## src/rtl/update_sequencer_if.sv

```systemverilog
// Host register bus for the update sequencer: one-cycle write/read strobes, 2-bit register select,
// registered read data returned the cycle after the read strobe; no backpressure on this bus.
interface update_sequencer_if;
    logic        write;
    logic        read;
    logic [1:0]  address;
    logic [31:0] writedata;
    logic [31:0] readdata;

    modport master (output write, read, address, writedata, input readdata);
    modport slave  (input write, read, address, writedata, output readdata);
endinterface

```

## src/rtl/update_sequencer.sv

```systemverilog
// Queues host edge-weight updates and runs the container once per update; commit-to-start is 3 cycles.
// A commit into a full queue is dropped and flagged by sticky overflow; the host bus is never stalled.
module update_sequencer #(
    parameter int PRED_W   = 6,
    parameter int WEIGHT_W = 32,
    parameter int DEPTH    = 8
) (
    input  logic                clk,
    input  logic                reset_n,
    update_sequencer_if.slave   host,
    output logic                container_reset,
    input  logic                container_done,
    output logic [PRED_W-1:0]   src,
    output logic [PRED_W-1:0]   u_src,
    output logic [PRED_W-1:0]   u_dst,
    output logic [WEIGHT_W-1:0] u_e,
    output logic                busy
);
    localparam int AW = $clog2(DEPTH);
    localparam int CW = AW + 1;
    localparam int EW = 2 * PRED_W + WEIGHT_W;

    typedef enum logic [2:0] {S_IDLE, S_LOAD, S_START, S_ARM, S_WAIT} state_t;

    state_t                state_q, state_d;
    logic [EW-1:0]         mem_q [DEPTH];
    logic [AW-1:0]         wr_ptr_q, rd_ptr_q;
    logic [CW-1:0]         count_q, count_d;
    logic [PRED_W-1:0]     stg_src_q, stg_dst_q, src_q;
    logic [PRED_W-1:0]     u_src_q, u_dst_q;
    logic [WEIGHT_W-1:0]   u_e_q;
    logic [31:0]           run_count_q, readdata_q, rd_mux;
    logic                  overflow_q, busy_q, creset_q;
    logic                  push_req, full, push, pop, run_done;
    logic [EW-1:0]         entry, head;

    assign push_req = host.write && (host.address == 2'd1);
    // Full is judged on the count before this cycle's pop.
    assign full     = (count_q == CW'(DEPTH));
    assign push     = push_req && !full;
    assign pop      = (state_q == S_LOAD);
    assign run_done = (state_q == S_WAIT) && container_done;
    assign entry    = {stg_src_q, stg_dst_q, host.writedata[WEIGHT_W-1:0]};
    assign head     = mem_q[rd_ptr_q];

    always_comb begin
        count_d = count_q;
        if (push && !pop) begin
            count_d = count_q + 1'b1;
        end else if (!push && pop) begin
            count_d = count_q - 1'b1;
        end
    end

    always_comb begin
        state_d = state_q;
        case (state_q)
            S_IDLE:  if (count_q != '0) state_d = S_LOAD;
            S_LOAD:  state_d = S_START;
            S_START: state_d = S_ARM;
            // Container is still clearing done from its previous run here.
            S_ARM:   state_d = S_WAIT;
            S_WAIT:  if (container_done) state_d = S_IDLE;
            default: state_d = S_IDLE;
        endcase
    end

    always_comb begin
        rd_mux = '0;
        case (host.address)
            2'd0: rd_mux = {run_count_q[15:0], 8'(count_q), 6'b0, overflow_q, busy_q};
            2'd1: rd_mux = run_count_q;
            2'd2: rd_mux = 32'(src_q);
            default: rd_mux = '0;
        endcase
    end

    always_ff @(posedge clk) begin
        if (push) begin
            mem_q[wr_ptr_q] <= entry;
        end
    end

    always_ff @(posedge clk or negedge reset_n) begin
        if (!reset_n) begin
            state_q     <= S_IDLE;
            wr_ptr_q    <= '0;
            rd_ptr_q    <= '0;
            count_q     <= '0;
            stg_src_q   <= '0;
            stg_dst_q   <= '0;
            src_q       <= '0;
            u_src_q     <= '0;
            u_dst_q     <= '0;
            u_e_q       <= '0;
            run_count_q <= '0;
            readdata_q  <= '0;
            overflow_q  <= 1'b0;
            busy_q      <= 1'b0;
            creset_q    <= 1'b0;
        end else begin
            state_q  <= state_d;
            count_q  <= count_d;
            busy_q   <= (state_d != S_IDLE);
            creset_q <= (state_d == S_START);
            if (push) begin
                wr_ptr_q <= wr_ptr_q + 1'b1;
            end
            if (pop) begin
                rd_ptr_q                   <= rd_ptr_q + 1'b1;
                {u_src_q, u_dst_q, u_e_q}  <= head;
            end
            if (host.write) begin
                case (host.address)
                    2'd0: begin
                        stg_src_q <= host.writedata[PRED_W-1:0];
                        stg_dst_q <= host.writedata[16+PRED_W-1:16];
                    end
                    2'd1: if (full) overflow_q <= 1'b1;
                    2'd2: src_q <= host.writedata[PRED_W-1:0];
                    default: overflow_q <= 1'b0;
                endcase
            end
            if (run_done) begin
                run_count_q <= run_count_q + 32'd1;
            end
            if (host.read) begin
                readdata_q <= rd_mux;
            end
        end
    end

    assign host.readdata   = readdata_q;
    assign container_reset = creset_q;
    assign busy            = busy_q;
    assign src             = src_q;
    assign u_src           = u_src_q;
    assign u_dst           = u_dst_q;
    assign u_e             = u_e_q;
endmodule

```

## src/flat_wrapper.sv

```systemverilog
// flat-port wrapper written by rule: the top's interface ports become plain ports
module update_sequencer_flat 
#(
    parameter int PRED_W   = 6,
    parameter int WEIGHT_W = 32,
    parameter int DEPTH    = 8
)
  (clk, reset_n, container_reset, container_done, src, u_src, u_dst, u_e, busy, host_write, host_read, host_address, host_writedata, host_readdata);
  update_sequencer_if host_i ();
  input  logic clk;
  input  logic reset_n;
  output logic container_reset;
  input  logic container_done;
  output logic [PRED_W-1:0] src;
  output logic [PRED_W-1:0] u_src;
  output logic [PRED_W-1:0] u_dst;
  output logic [WEIGHT_W-1:0] u_e;
  output logic busy;
  input wire logic [$bits(host_i.write)-1:0] host_write;
  input wire logic [$bits(host_i.read)-1:0] host_read;
  input wire logic [$bits(host_i.address)-1:0] host_address;
  input wire logic [$bits(host_i.writedata)-1:0] host_writedata;
  output wire logic [$bits(host_i.readdata)-1:0] host_readdata;
  assign host_i.write = host_write;
  assign host_i.read = host_read;
  assign host_i.address = host_address;
  assign host_i.writedata = host_writedata;
  assign host_readdata = host_i.readdata;
  update_sequencer #(.PRED_W(PRED_W), .WEIGHT_W(WEIGHT_W), .DEPTH(DEPTH)) u_core (.clk(clk), .reset_n(reset_n), .host(host_i), .container_reset(container_reset), .container_done(container_done), .src(src), .u_src(u_src), .u_dst(u_dst), .u_e(u_e), .busy(busy));
endmodule
```

## config.mk

```make
export PLATFORM = sky130hd
export DESIGN_NAME = update_sequencer_flat
export DESIGN_NICKNAME = d
export VERILOG_FILES = /design/src/rtl/update_sequencer_if.sv /design/src/rtl/update_sequencer.sv /design/src/flat_wrapper.sv
export SDC_FILE = /design/constraint.sdc
export NUM_CORES = 1
export LEC_CHECK = 0
export BUFFER_PORTS_ARGS = -buffer_cell sky130_fd_sc_hd__buf_2
export CORE_UTILIZATION = 55
export DETAILED_ROUTE_END_ITERATION = 16
export GPL_TIMING_DRIVEN = 0
export PLACE_DENSITY = 0.79
export SKIP_LAST_GASP = 1
export SYNTH_ARGS = -nofsm -noshare
export SYNTH_HDL_FRONTEND = slang
export SYNTH_SLANG_ARGS = --single-unit
```

## constraint.sdc

```tcl
create_clock -name clk -period 6.5 [get_ports clk]
set_clock_uncertainty 0.15 [all_clocks]
set_input_delay 0.975 -clock clk [delete_from_list [all_inputs] [get_ports clk]]
set_output_delay 0.975 -clock clk [all_outputs]
set_load 0.05 [all_outputs]
```

==> metrics, run 1 <==
Setup Viol. Count Final=0; fin crit period=3.939 ns; post-CTS sizing=0; worst path cell trace=nor3b_1 > clkbuf_1 > clkbuf_1 > inv_1 > ha_1 > inv_1 > ha_1 > a21o_1 > a21oi_1 > mux2i_1 > xnor2_1; postcts setup bufs=0; Rel. slew slack=0.3593; full die area=35,490 µm²; worst path arrival time=4.26 ns; slew at the pin closest to its max-slew limit=0.9558 ns; pwr/cell area=428.8 nW/µm²; Worst R2R Start=u_core.state_q[1]$_DFF_PN0_; Top delay family on crit path=buffers and inverters; fraction of layout cells with a size suffix above 1=0.2811; Ports=123; Die X=188.4 µm; worst min path class=in -> async; initial antenna violation count=1; CTS tree=yes; Achievable Freq=0.2539 GHz; nets=1,285; endpoints failing hold=0; status=completed; met3 GRT Util=0.04191; period utilisation layout=0.6059; port bufs=120; Max VDD drop=0.3969 mV; First DRT Iteration DRCs=952; M2 GR Usage=0.4100; met1 usage=0.3290; DRC=0; starting density of the core=0.5641; synth unique cells=43; Reg clk slew, reported paths=0.06 ns; Crit path largest cell delay=0.65 ns; Finished Core Util=0.6535; Static Leak=8.068 nW; Total GRT Usage=0.2437; register area share after synthesis=0.7392; clock sink count=494; dominant cell type by area after synthesis=edfxtp_1; prevailing post-synth register cell=edfxtp_1; placed cell count=1,638; asr flop ratio synth=0.2874; Slew Viols, Final=0; Ys Warns=0; unrepaired setup endpoints after global routing=false; vias per cell=6.001; Root Driver=clkbuf_16; final cell count without fillers=1,726; number of synthesized register bits=494; die height=188.4 µm; number of buffers created by CTS=47; global placer's final weighted congestion=0.8458; CP required=6.82 ns; MaxCap Viol Count=0; Bufs on Longest Clock Path=3; # hold bufs at CTS=0; final global-route overflow total=0; Core Footprint=33,870 µm²; vias in the first global route=10,660; H-Tree Depth=2; first-pass GRT wire length=64,090 µm; startpoint type of the worst setup path=flop; Clock Latency Late Sink=0.56 ns; CP startpoint=u_core.state_q[1]$_DFF_PN0_; vias=10,360; Antenna Nets Post-Route=0; routed length per instance=24.57 µm; Fillers=2,237; Routed WL=42,420 µm; GR peak layer=met2; Post-synth EDFFs=352; CP max-delay cell=clkbuf_1; Synth Instances=1,052; Synth Cell Area=19,110 µm²; top cell type's share of synthesized area=0.5532; synth top area cells=edfxtp_1, dfrtp_1, mux4_2; DR pass1 iterations=7; Total Neg Setup Slack=0 ns; Area growth syn-to-layout=15.85%; largest net degree at the start of global routing=96; syn_nets=1,098; # rows=67; CP Class=reg -> reg; synthesized area per cell=18.16 µm²; crit path max fanout=10; placed wire-length estimate=25,920 µm; worst path bufs/invs=4; CP Capture Type=flop
state kept, by name (all words and copies together) (netlist names), 3 cells and up:
signal	flops
u_core.stg_src_q	6
u_core.rd_ptr_q	3
u_core.u_src	6
u_core.count_q	4
u_core.state_q	3
u_core.host.readdata	32
u_core.u_dst	6
u_core.src	6
u_core.run_count_q	32
u_core.mem_q	352
u_core.stg_dst_q	6
u_core.wr_ptr_q	3
u_core.u_e	32
where the power goes:
group	total, mW	switching [mW]	internal (mW)	leakage (nW)
Sequential	3.98	0.237	3.74	4.93
Clock	2.68	1.15	1.53	0.731
Combinational	2.84	1.80	1.04	2.41
Total	9.49	3.18	6.31	8.07
placed cells by master (no fill, tap or decap), types with 7 or more instances in the layout:
| cell type | count |
|---|---|
| edfxtp_1 | 352 |
| buf_2 | 146 |
| dfrtp_1 | 142 |
| mux4_2 | 88 |
| mux2i_1 | 67 |
| nor2_1 | 64 |
| a21oi_1 | 54 |
| clkbuf_16 | 47 |
| clkbuf_1 | 31 |
| inv_1 | 29 |
| xnor2_1 | 24 |
| mux2_2 | 22 |
| nand3_1 | 20 |
| nand2_1 | 20 |
| o22ai_1 | 20 |
| xor2_1 | 15 |
| nor3_1 | 10 |
| buf_6 | 10 |
| nand4_1 | 9 |
| clkinv_1 | 9 |
| o21ai_0 | 8 |
| clkinv_2 | 8 |
| buf_1 | 7 |
layout make-up:
type	count	area (µm²)	area share
well taps	448	560.5	0.02533
inverters	29	108.9	0.004918
flip-flops and latches	494	14120	0.6381
repair buffers	138	905.9	0.04093
clock buffers	62	1262	0.05704
multi-input cells	474	4683	0.2116
diodes	1	2.502	0.0001131
plain buffers	55	245.2	0.01108
clock inverters	25	241.5	0.01091
metrics by stage:
step           hold slack, ns  area [µm²]  setup slack (ns)  power, mW
4_1_cts                0.2493       22130             2.581      9.529
5_1_grt                0.2588       22130             2.225      9.840
2_1_floorplan          0.2952       19110             1.027      6.025
3_3_place_gp           0.3414       20270            -2.306      6.738
6_report               0.2321       22130             2.561      9.492
3_5_place_dp           0.3339       20630             2.589      6.855
kinds of logic after synthesis:
family	share of synthesized area
buffers and inverters	0.01853
DFF	0.7392
AOI/OAI and AO/OA	0.02593
and+or+nand+nor	0.04165
xor gates and xnor gates	0.01788
adders and majority gates	0.004977
muxes	0.1518
path summary, 6_finish.rpt:
path | end | slack (ns) | cells past startpoint
setup / recovery | u_core.count_q[3]$_DFFE_PN0P_ | 2.56 | 11
hold reg to reg | u_core.run_count_q[31]$_DFFE_PN0P_ | 0.34 | 1
max in group asynchronous | u_core.run_count_q[16]$_DFFE_PN0P_ | 5.02 | 2
setup reg to reg | u_core.count_q[3]$_DFFE_PN0P_ | 2.56 | 11
min in group clk | u_core.run_count_q[31]$_DFFE_PN0P_ | 0.34 | 1
hold / removal | u_core.u_e[10]$_DFFE_PN0P_ | 0.23 | 1
cells in the mapped netlist (2+ instances only):
cell type and instances:
nor3_1 12, o21ai_0 8, o22ai_1 20, mux4_2 88, mux2i_1 67, buf_1 7, nand4_1 9, nand4_2 2
dfrtp_1 142, and2_1 2, a22oi_1 4, xnor2_1 24, clkbuf_1 19, xor2_1 15, or2_2 2, nor2b_1 2
a21oi_1 54, inv_1 29, or4_1 2, edfxtp_1 352, and2_0 2, nand3b_1 4, nand3_1 20, nor2_1 70
ha_1 6, nor3b_1 2, mux2_2 22, nor4_2 3, nand2_1 20, nand2b_1 4, buf_2 27
per-layer routing:
layer,up-vias,routed length [µm]
met1,5294,16770
met5,-,0
met3,83,3283
met4,0,1049
met2,535,21310
li1,4445,-
No activity file was read; power rests on OpenSTA's default activity.
==> run 2: changes to the inputs <==
Clock period 6.5 ns to 4 ns, I/O delays scaled along.
==> run 2 against run 1 <==
First-iteration DRC count increased by 8.7%. Utilization increased by 0.41 points. Clock power increased by 66%. Count of clock-buffer cells in the layout increased by 2. Critical endpoint unchanged. Wire length increased by 0.52%. Fmax increased by 6.8%.
==> metrics, run 2 (synthesis gave the netlist of run 1 again) <==
status=completed; initial antenna violation count=2; Largest register FFs=352; switching share of total power=0.3356; fin crit period=3.686 ns; Clock power frac=0.286; final global-route overflow total=0; Rel. slew slack=0.3840; fraction of layout cells with a size suffix above 1=0.2882; Bufs on Longest Clock Path=3; Root Driver=clkbuf_16; CTS tree=yes; CP required=4.32 ns; die height=188.4 µm; Finished Core Util=0.6577; Static Leak=8.127 nW; total power=15.54 mW; vias per cell=6.045; global placer's final weighted congestion=0.8318; placed wire-length estimate=26,000 µm; most common cell after layout, fill and taps aside=edfxtp_1; vias in the first global route=10,900; DR pass1 iterations=5; Achievable Freq=0.2713 GHz; pwr/cell area=697.7 nW/µm²; DRC=0; Core Footprint=33,870 µm²; routed length per instance=24.70 µm; Routed WL=42,640 µm; CP Capture Type=flop; switching pwr=5.216 mW; MaxCap Viol Count=0; internal power=10.32 mW; First DRT Iteration DRCs=1,035; unrepaired setup endpoints after global routing=false; Antenna Nets Post-Route=0; nets=1,284; starting density of the core=0.5641; period utilisation layout=0.9216; startpoint type of the worst setup path=flop; CP Class=reg -> reg; largest reg by FF count=u_core.mem_q; worst path arrival time=4.01 ns; full die area=35,490 µm²; Die X=188.4 µm; worst min path class=in -> reg; part of the power in registers=0.417; Reg clk slew, reported paths=0.06 ns; slew at the pin closest to its max-slew limit=0.9217 ns; largest net degree at the start of global routing=96; Total GRT Usage=0.2472; port bufs=120; # rows=67; first-pass GRT wire length=65,530 µm; crit path max fanout=10; Slew Viols, Final=0; H-Tree Depth=2; Max VDD drop=0.4014 mV; vias=10,430; clock sink count=494; number of buffers created by CTS=48; Area growth syn-to-layout=16.58%; endpoints failing hold=0; Ports=123; Gate power share=0.297; Clock Latency Late Sink=0.55 ns; Setup Viol. Count Final=0; commonest cells after routing, fill and taps aside=edfxtp_1, buf_2, dfrtp_1, mux4_2, mux2i_1
-- run 2: changes by cell type in the layout (fill, tap and decap cells not counted), moves of 2 or more --
cell	delta
inv_6	+3
buf_16	+6
clkinv_1	-6
nor3_4	+2
clkbuf_8	+4
clkbuf_1	-4
buf_6	-9
clkinv_2	+3
nor3_2	-2
-- run 2: final timing paths --
| path | start | slack [ns] | end | cells after the start |
|---|---|---|---|---|
| setup / recovery | u_core.state_q[1]$_DFF_PN0_ | 0.31 | u_core.count_q[3]$_DFFE_PN0P_ | 11 |
| hold reg to reg | u_core.run_count_q[31]$_DFFE_PN0P_ | 0.33 | u_core.run_count_q[31]$_DFFE_PN0P_ | 1 |
| hold / removal | host_write | 0.17 | u_core.overflow_q$_DFFE_PN0P_ | 2 |
| setup reg to reg | u_core.state_q[1]$_DFF_PN0_ | 0.31 | u_core.count_q[3]$_DFFE_PN0P_ | 11 |
| max in group asynchronous | reset_n | 2.36 | u_core.host.readdata[4]$_DFFE_PN0P_ | 3 |
| min in group asynchronous | reset_n | 0.44 | u_core.u_e[11]$_DFFE_PN0P_ | 2 |
-- run 2: final cells by class --
type | count | area [µm²]
repair buffers | 136 | 974.7
diodes | 1 | 2.502
multi-input cells | 474 | 4696
well taps | 448 | 560.5
clock buffers | 64 | 1331
fillers | 2245 | 11590
clock inverters | 25 | 230.2
flip-flops and latches | 494 | 14120
inverters | 29 | 108.9
plain buffers | 55 | 246.5
-- run 2: per-stage QoR --
| step | setup WS (ns) | instances | cell area [µm²] | setup TNS (ns) | hold slack [ns] |
|---|---|---|---|---|---|
| final | 0.3136 | 1726 | 22270 | 0 | 0.1659 |
| after global routing | 0.1788 | 1725 | 22270 | 0 | 0.1591 |
| after CTS | 0.05434 | 1725 | 22270 | 0 | 0.1518 |
| after detailed placement | 0.2182 | 1635 | 20700 | 0 | 0.3278 |
| after global placement | -2.054 | 1620 | 20280 | -691.00 | 0.3223 |
| after floorplan | 0.07849 | 1052 | 19120 | 0 | 0.1544 |
-- run 2: timing repair --
item / in CTS / in global routing
hold buffers: 1 / 0
setup endpoints to repair: 0 / 1
endpoints found under the hold margin: 47 / 0
setup buffers: 0 / 0
resized for setup: 0 / 2
-- run 2: power groups by stage --
stage	logic [mW]	registers [mW]	clock network (mW)
after floorplan	2.44	7.35	0
after global placement	4.41	6.54	0
after detailed placement	4.60	6.56	0
after CTS	4.68	6.47	4.50
after global routing	4.93	6.52	4.70
final	4.62	6.47	4.45
-- run 2: worst max-delay path, stage by stage, from the launching register on --
cell and delay, ns:
dfrtp_1 0.46, nor3b_1 0.48, clkbuf_1 0.62, clkbuf_2 0.47, inv_1 0.09, ha_1 0.21, inv_1 0.13, ha_1 0.25
a21o_1 0.17, a21oi_1 0.20, mux2i_1 0.24, xnor2_1 0.14
-- run 2: layer usage --
metal,vias to the layer above,GRT usage,share of wire
met2,500,0.4075,0.50
met4,2,0.07754,0.028
li1,4442,-,-
met1,5405,0.3454,0.40
met5,-,0,0.00030
met3,84,0.03520,0.068
==> run 3: changes to the inputs <==
Settings changed: CORE_UTILIZATION 55 to 35, PLACE_DENSITY 0.79 to 0.57.
==> run 3 against run 2 <==
Die area grew 56%. Via count shrank 4.2%. Cell count grew 15%. Hold slack lost 0.059 ns. First-iteration DRC count shrank 20%. Wire length grew 3.5%. Global-route usage shrank 8.4 points. Count of clock-buffer cells in the layout grew 12. Sequential share of layout area shrank 1.5 points. Total power grew 2.4%. Largest power group unchanged.
==> metrics, run 3 (synthesis gave the netlist of run 1 again) <==
status=completed; clock sink count=494; Rel. slew slack=0.3627; starting density of the core=0.3543; largest reg by FF count=u_core.mem_q; Static Leak=8.217 nW; vias=9,998; CP Capture Type=flop; first-pass GRT wire length=66,830 µm; pwr/cell area=697.8 nW/µm²; slew at the pin closest to its max-slew limit=0.9528 ns; Largest register FFs=352; period utilisation layout=0.8858; endpoints failing hold=0; Die X=235.6 µm; worst min path class=in -> reg; Crit path largest cell delay=0.49 ns; largest net degree at the start of global routing=92; Bufs on Longest Clock Path=3; Max VDD drop=0.3521 mV; fin crit period=3.543 ns; final cell count without fillers=1,984; H-Tree Depth=2; MaxCap Viol Count=0; Clock Latency Late Sink=0.61 ns; routed length per instance=22.24 µm; commonest cells after routing, fill and taps aside=edfxtp_1, buf_2, dfrtp_1, mux4_2, mux2i_1; CP max-delay cell=nor3b_2; CTS tree=yes; full die area=55,530 µm²; Setup Viol. Count Final=0; placed cell count=1,886; diodes inserted=0; worst path cell trace=nor3b_2 > clkbuf_1 > clkbuf_2 > inv_1 > ha_1 > inv_1 > ha_1 > a21o_1 > a21oi_1 > mux2i_1 > xnor2_1; Root Driver=clkbuf_16; Antenna Nets Post-Route=0; die height=235.6 µm; Min Hold Slack=0.1067 ns; Routed WL=44,130 µm; vias in the first global route=10,350; Reg clk slew, reported paths=0.06 ns; port bufs=120; CP required=4.36 ns; DR pass1 iterations=5; Total GRT Usage=0.1628; number of buffers created by CTS=52; # rows=85; final global-route overflow total=0; Achievable Freq=0.2822 GHz; nets=1,291; Core Footprint=53,920 µm²; vias per cell=5.039; worst path arrival time=3.91 ns; crit path max fanout=10; placed wire-length estimate=27,930 µm; CP Class=reg -> reg; global placer's final weighted congestion=0.7867; Area growth syn-to-layout=19.31%; startpoint type of the worst setup path=flop; most common cell after layout, fill and taps aside=edfxtp_1; fraction of layout cells with a size suffix above 1=0.2842; initial antenna violation count=2; Ports=123; unrepaired setup endpoints after global routing=false; First DRT Iteration DRCs=827; DRC=0; Slew Viols, Final=0
-- run 3: report_power, final --
part / leakage, nW / switching [mW] / total [mW] / internal [mW]
Combinational: 2.46 / 2.94 / 4.65 / 1.70
Clock: 0.828 / 1.99 / 4.81 / 2.82
Sequential: 4.93 / 0.375 / 6.45 / 6.08
-- run 3: layer usage --
layer / vias up / wire length (µm) / global-route usage
li1: 4473 / - / -
met1: 5218 / 19920 / 0.2256
met2: 235 / 21230 / 0.2625
met3: 70 / 2136 / 0.03272
met4: 2 / 829 / 0.04159
met5: - / 11 / 0
-- run 3: through the flow --
stage	area, µm²	setup TNS [ns]	power, mW	setup WS [ns]	util
floorplan	19120	0	9.793	0.07849	-
global placement	20590	-864.29	11.17	-2.493	0.3818
detailed placement	21070	-0.3185	11.30	-0.2888	0.3908
CTS	22790	0	16.17	0.02575	0.4227
global route	22800	0	16.66	0.2073	0.4228
finish	22800	0	15.91	0.4569	0.4228
-- run 3: area by class of cell --
cell class	instances	area [µm²]
Tap cell	696	870.8
Fill cell	4764	31120
Timing Repair Buffer	139	1037
Multi-Input combinational cell	474	4701
Clock buffer	76	1431
Inverter	29	108.9
Sequential cell	494	14120
Buffer	55	246.5
Clock inverter	21	276.5
-- run 3: critical path: cells and delay by family (launching register included) --
kind / cells / cell delay, ns
buffers and inverters: 4 / 1.18
and+or+nand+nor: 1 / 0.49
DFF: 1 / 0.45
adders and majority gates: 2 / 0.45
AOI/OAI and AO/OA: 2 / 0.36
muxes: 1 / 0.23
xor gates and xnor gates: 1 / 0.13
-- run 3: path summary, 6_finish.rpt --
kind	startpoint	end	slack, ns	cells after the start
max in group asynchronous	reset_n	u_core.u_e[6]$_DFFE_PN0P_	2.42	3
min reg2reg	u_core.run_count_q[31]$_DFFE_PN0P_	u_core.run_count_q[31]$_DFFE_PN0P_	0.33	1
min	host_writedata[24]	u_core.mem_q[0][24]$_DFFE_PP_	0.11	1
max reg2reg	u_core.state_q[0]$_DFF_PN0_	u_core.count_q[3]$_DFFE_PN0P_	0.46	11
min in group asynchronous	reset_n	u_core.host.readdata[7]$_DFFE_PN0P_	0.37	2
max	u_core.state_q[0]$_DFF_PN0_	u_core.count_q[3]$_DFFE_PN0P_	0.46	11
-- run 3: repair_timing --
item	CTS	global route
endpoints found under the hold margin	51	0
setup endpoints to repair	2	1
hold buffers	1	0
gates resized for setup	1	1
setup buffers	0	0
